$ cat src/rtl/uart_echo_fifo.sv
// uart_echo_fifo: byte FIFO between UART receiver and transmitter in the echo path
//   clk, reset_n (async, active-low)
//   rx_char/rx_dataready/rx_framing in, rx_readdata out: receiver handshake, one-cycle ack
//   tx_char/tx_sendchar out, tx_busy in: transmitter handshake, one-cycle strobe
//   count/empty/full: occupancy; frame_errs: saturating count of dropped framing-error bytes
//   `define FIFO_UPCASE_EN to present a..z as A..Z on tx_char
module uart_echo_fifo #(
  parameter int DEPTH = 16,
  parameter int AW    = 4
) (
  input  logic          clk,
  input  logic          reset_n,
  input  logic [7:0]    rx_char,
  input  logic          rx_dataready,
  input  logic          rx_framing,
  output logic          rx_readdata,
  output logic [7:0]    tx_char,
  output logic          tx_sendchar,
  input  logic          tx_busy,
  output logic [AW:0]   count,
  output logic          empty,
  output logic          full,
  output logic [7:0]    frame_errs
);
  typedef enum logic [1:0] {IDLE, SEND, GUARD} state_e;
  state_e        state_q;
  logic [7:0]    mem_q [DEPTH];
  logic [AW-1:0] wr_ptr_q, rd_ptr_q;
  logic [AW:0]   count_q, count_d;
  logic          empty_q, full_q, rx_readdata_q, tx_sendchar_q;
  logic [7:0]    tx_char_q, frame_errs_q, rd_byte;
  logic          acc, wr_en, pop_en;
  always_comb begin
    acc     = rx_dataready && !rx_readdata_q && (rx_framing || !full_q);
    wr_en   = acc && !rx_framing;
    pop_en  = (state_q == IDLE) && !empty_q && !tx_busy;
    count_d = count_q + (AW+1)'(wr_en) - (AW+1)'(pop_en);
  end
`ifdef FIFO_UPCASE_EN
  always_comb rd_byte = (mem_q[rd_ptr_q] >= 8'h61 && mem_q[rd_ptr_q] <= 8'h7A) ? (mem_q[rd_ptr_q] & 8'hDF) : mem_q[rd_ptr_q];
`else
  always_comb rd_byte = mem_q[rd_ptr_q];
`endif
  always_ff @(posedge clk)
    if (wr_en) mem_q[wr_ptr_q] <= rx_char;
  always_ff @(posedge clk or negedge reset_n) begin
    if (!reset_n) begin
      state_q       <= IDLE;
      wr_ptr_q      <= '0;
      rd_ptr_q      <= '0;
      count_q       <= '0;
      empty_q       <= 1'b1;
      full_q        <= 1'b0;
      rx_readdata_q <= 1'b0;
      tx_sendchar_q <= 1'b0;
      tx_char_q     <= 8'h00;
      frame_errs_q  <= 8'h00;
    end else begin
      rx_readdata_q <= acc;
      if (wr_en) wr_ptr_q <= wr_ptr_q + AW'(1);
      if (acc && rx_framing && frame_errs_q != 8'hFF) frame_errs_q <= frame_errs_q + 8'd1;
      count_q <= count_d;
      empty_q <= count_d == '0;
      full_q  <= count_d == (AW+1)'(DEPTH);
      case (state_q)
        IDLE: if (pop_en) begin
          tx_char_q     <= rd_byte;
          rd_ptr_q      <= rd_ptr_q + AW'(1);
          tx_sendchar_q <= 1'b1;
          state_q       <= SEND;
        end
        SEND: begin
          tx_sendchar_q <= 1'b0;
          state_q       <= GUARD;
        end
        default: state_q <= IDLE;
      endcase
    end
  end
  assign rx_readdata = rx_readdata_q;
  assign tx_char     = tx_char_q;
  assign tx_sendchar = tx_sendchar_q;
  assign count       = count_q;
  assign empty       = empty_q;
  assign full        = full_q;
  assign frame_errs  = frame_errs_q;
endmodule

$ cat config.mk
export PLATFORM = sky130hd
export DESIGN_NAME = uart_echo_fifo
export DESIGN_NICKNAME = d
export VERILOG_FILES = /design/src/rtl/uart_echo_fifo.sv
export SDC_FILE = /design/constraint.sdc
export NUM_CORES = 1
export LEC_CHECK = 0
export BUFFER_PORTS_ARGS = -buffer_cell sky130_fd_sc_hd__buf_2
export CORE_AREA = 2 2 144 146
export DETAILED_ROUTE_END_ITERATION = 7
export DIE_AREA = 0 0 146 148
export GPL_ROUTABILITY_DRIVEN = 0
export PLACE_DENSITY = 0.53
export SYNTH_ARGS = -nofsm -noshare
export SYNTH_HDL_FRONTEND = slang
export SYNTH_SLANG_ARGS = --single-unit
$ cat constraint.sdc
create_clock -name clk -period 4.42 [get_ports clk]
set_input_delay 0.442 -clock clk [delete_from_list [all_inputs] [get_ports clk]]
set_output_delay 0.442 -clock clk [all_outputs]
set_load 0.05 [all_outputs]
# == After elaboration in Yosys (flattened, before gate mapping) ==
# Memories as Yosys holds them, arrays and structs flattened. A register that Yosys moved wholly into a read port is not among the register bits.
# Index checks and enable logic that the tools add are counted.
# word_totals
regBits,27
latch_bits,0
ram_bits,128
romBits,0
in_bits,13
word_cells,44
memories,1
# mem_list
name,depth,word_bits,rd,rd_ports_with_merged_regs,wr,line,source
mem_q,16,8,1,1,1,27,logic [7:0] mem_q [DEPTH];
# op_classes
n_addsub,5
n_mul,0
div,0
order_cmp,0
eq_ne,4
shifts,0
mux,6
bitwise,0
reduce_logical,19
# ops
op,n
"4-bit by 1-bit adder with 4-bit output, second input constant",2
"8-bit by 1-bit adder with 8-bit output, second input constant",1
"8-bit inequality test, second input constant",1
1-bit logical AND,7
1-bit logical NOT,6
5-bit by 1-bit adder with 5-bit output,1
"5-bit equality test, second input constant",1
5-bit logical NOT,1
5-bit by 1-bit subtractor with 5-bit output,1
2-bit one-hot mux with 2 select lines,1
2-bit AND reduction,2
1-bit 2-to-1 mux,3
"2-bit by 1-bit equality test with 1-bit output, second input constant",1
2-bit logical NOT,1
2-bit 2-to-1 mux,1
"2-bit inequality test, second input constant",1
1-bit one-hot mux with 2 select lines,1
2-bit nonzero test,1
1-bit logical OR,1

# == Depth between registers and ports, before layout ==
# logic_depth
depth_word,7
ltp_mapped,10

# == Worst setup path after synthesis ==
# OpenSTA, ideal clock, no wires.
# synth_path
path_type,reg-to-reg
start,"reg rx_readdata_q, in the netlist rx_readdata"
end,"reg full_q, in the netlist full"
setup_ps,88
arrival_ps,2729
path_slack_ps,1602
path_stages_with_launch,11
path_buffers,0
synth_period_minus_slack_ps,2818
path_cell_list,dfrtp_1 -> nand2b_1 -> nor3_2 -> nand2b_1 -> nand2_1 -> ha_1 -> fa_1 -> a21o_1 -> a21oi_1 -> xnor2_1 -> nor3b_1
# synth_between
elab_chain_cells,7
# synth_lines
element,line,source
from (decl),30,"logic empty_q, full_q, rx_readdata_q, tx_sendchar_q;"
from (signal assigned),54,rx_readdata_q <= 1'b0;
from (signal assigned),59,rx_readdata_q <= acc;
1-bit logical NOT,34,acc = rx_dataready && !rx_readdata_q && (rx_framing || !full_q);
1-bit logical AND (2 in a row),34,
1-bit logical AND,35,wr_en = acc && !rx_framing;
5-bit by 1-bit adder with 5-bit output,37,count_d = count_q + (AW+1)'(wr_en) - (AW+1)'(pop_en);
5-bit by 1-bit subtractor with 5-bit output,37,
net count_d[4],29,"logic [AW:0] count_q, count_d;"
5-bit equality test,64,full_q <= count_d == (AW+1)'(DEPTH);
to (signal assigned),64,
to (decl),30,
# The timed path passes the listed nets, and every way through them passes these cells.
# A chain may end at the register's enable or synchronous reset.

# == Worst setup path after layout ==
# Ends and elaborated chain as after synthesis.

==> run_results.csv <==
group,metric,value,unit
finish,layout_commonest_cell,"edfxtp_1",
timing,worstMarginPinSlew,1.00,ns
critical_path,start_kind,"flop",
die,dieWidth,146,um
yosys,synth_edf_count,128,
timing,period_minus_slack,2.82,ns
yosys,syn-mean-instance-area,18.7,um2
critical_path,worstPathRequired,4.76,ns
clock_tree,cts.sinks,163,
finish,area_growth,16.3,%
critical_path,r2r_slack,1.60,ns
timing,skew,0.0141,ns
job,drv_cap,0,
timing,setup_slack,1.60,ns
timing,slew_headroom,33.3,%
critical_path,crit_top_cell,"nand2b_1",
pwr,switchingPower,1.85,mW
pwr,leakage,2.73,nW
yosys,ys_async_sr_fraction,21.5,%
timing,rsz0062_at_grt,"no",
yosys,synthTopCellsByArea,"edfxtp_1, dfrtp_1, mux4_2",
critical_path,cp.arrival,3.16,ns
timing,drv_slew,0,
yosys,synthFlopType,"edfxtp_1",
pwr,clock_power_share,27.9,%
critical_path,cpPeakStageDelay,0.48,ns
critical_path,r2r_cells,10,
timing,setup_viol,0,
clock_tree,clkTransAtPathRegs,0.07,ns
routing,finalWirelength,12600,um
critical_path,path_cells,"nand2b_1 > nor3_2 > nand2b_1 > nand2_1 > ha_1 > fa_1 > a21o_1 > a21oi_1 > xnor2_1 > nor3b_1",
global_route,antenna_found_initial,0,
die,core,20000,um2
global_route,grt_remaining_overflow,0,
routing,via_count,3211,
critical_path,r2r_start,"rx_readdata",
pwr,finalPower,5.09,mW
die,io_pins,38,
clock_tree,cts_htree_levels,4,
critical_path,cp-end-kind,"flop",
yosys,netlist_instances,349,
die,start_util,32.5,%
clock_tree,root_buffer,"clkbuf_16",
clock_tree,clk_latency,0.43,ns
finish,drive_gt1_share,27.9,%
critical_path,crit_type,"flop to flop",
yosys,netlist_area,6510,um2
critical_path,cpMaxStageDelayCell,"nor3_2",
yosys,synth_top_area_share,59.0,%
timing,finalCritPeriodShare,63.9,%
clock_tree,cts_buffer_depth,2,
yosys,yosysUniqueCellTypes,42,
worst_hold_path,hold_class,"input port to asynchronous set/reset pin",
clock_tree,cts_tree,"yes",
finish,diodes,0,
clock_tree,cts-resized-gates,0,
clock_tree,postCtsHoldBufs,0,
finish,final_cell_mix,"edfxtp_1, buf_2, dfrtp_1",
routing,viasPerCell,4.74,
pwr,p_int,3.24,mW
routing,dr.pass1.iters,4,
critical_path,path_max_fanout,10,
finish,instances_no_fill,678,
pwr,seqPwrFrac,43.1,%
clock_tree,cts_buffers,17,
yosys,synth_warnings,0,
timing,fmax,0.354,GHz
finish,nets,419,
global_route,grt_util_all_layers,12.4,%
clock_tree,postCtsSetupBuffers,0,
timing,hold_viol,0,
placement,dp_cells,646,
placement,placed_area,6990,um2
die,dieArea,21600,um2
yosys,synth_top_area_cell,"edfxtp_1",
finish,fin_util,37.8,%
die,die_h,148,um
routing,postRouteAntennaNets,0,
finish,design_area,7570,um2
pwr,combPwrFrac,28.9,%
placement,dp_hpwl,8060,um
global_route,grt_pass1_vias,3319,
yosys,syn-num-nets,373,
global_route,grt_max_degree,36,
timing,tns,0,ns
pwr,peakVddDrop,0.221,mV
routing,routedWlPerCell,18.6,um
global_route,grt_pass1_wl,19700,um
status,run_status,"finished clean",
placement,io_buffers,37,
pwr,swShare,36.4,%
critical_path,r2r-end,"full",
yosys,ys_seq_area_share,72.5,%
routing,first_iter_violations,190,
routing,route.detailed.drc,0,
die,row_count,52,
placement,dp_slack,1.55,ns
timing,hold_ws,0.103,ns
yosys,synth_seq_cells,163,
pwr,cellPowerDensity,673,nW/um2
-- critical path, delay by kind of cell, from the launching register on --
family	cells	cell delay (ns)
AO/OA/AOI/OAI	2	0.35
AND/OR/NAND/NOR	5	1.23
flip-flops	1	0.37
adder cells (fa/ha/maj)	2	0.61
XOR/XNOR	1	0.17
-- sequential cells by signal (all words and copies together), names as in the netlist --
name,cells
rx_readdata,1
tx_sendchar,1
count,5
frame_errs,8
full,1
empty,1
rd_ptr_q,4
state_q,2
tx_char,8
mem_q,128
wr_ptr_q,4
-- layout make-up --
| cell class | instances | area, um2 |
|---|---|---|
| Multi-Input combinational cell | 164 | 1670 |
| Fill cell | 1870 | 12500 |
| Sequential cell | 163 | 4720 |
| Tap cell | 270 | 338 |
| Inverter | 8 | 35.0 |
| Timing Repair Buffer | 41 | 215 |
| Clock buffer | 17 | 425 |
| Clock inverter | 15 | 161 |
-- routing by layer --
metal	vias to the layer above	routed length, um	global-route usage (%)
met2	62	6400	20.4
met5	-	0	0
li1	1460	-	-
met4	0	112	3.35
met1	1681	5510	16.2
met3	8	564	3.40
-- power groups by stage --
stage	clock network [mW]	logic, mW	registers [mW]
after global placement	0	1.47	2.24
after CTS	1.45	1.50	2.21
final	1.42	1.47	2.20
after floorplan	0	1.03	2.32
after detailed placement	0	1.49	2.25
after global routing	1.52	1.60	2.25
-- Yosys cell counts, drive strengths merged, types with 2 or more instances --
cell	number
a2111oi	2
a211oi	2
a21o	9
a21oi	3
a22oi	2
a311oi	2
and3	2
and4	2
buf	11
clkbuf	3
dfrtp	34
edfxtp	128
ha	10
inv	7
mux2i	20
mux4	28
nand2	16
nand2b	5
nand3	2
nand4	3
nor2	13
nor2b	5
nor3	6
o21ai	3
o22ai	6
xnor2	13
xor2	4
-- how the worst max path moves through the flow --
| stage | from | endpoint | slack, ns |
|---|---|---|---|
| after floorplan | rx_readdata | full | 1.60 |
| after global placement | rx_dataready | full | 1.59 |
| after detailed placement | rx_dataready | full | 1.55 |
| after CTS | rx_readdata | full | 1.58 |
| after global routing | rx_readdata | full | 1.30 |
| final | rx_readdata | full | 1.60 |
-- logic make-up (layout without fill, tap and decap cells) --
group | Yosys count | in the layout | share of synthesized area, %
compound gates | 30 | 30 | 3.50
mux | 49 | 49 | 12.9
xor+xnor | 17 | 17 | 2.29
fa+ha+maj | 11 | 11 | 2.23
simple gates | 57 | 57 | 4.69
buf+inv | 22 | 81 | 1.90
flops | 163 | 163 | 72.5
(Power assumes the default switching activity.)
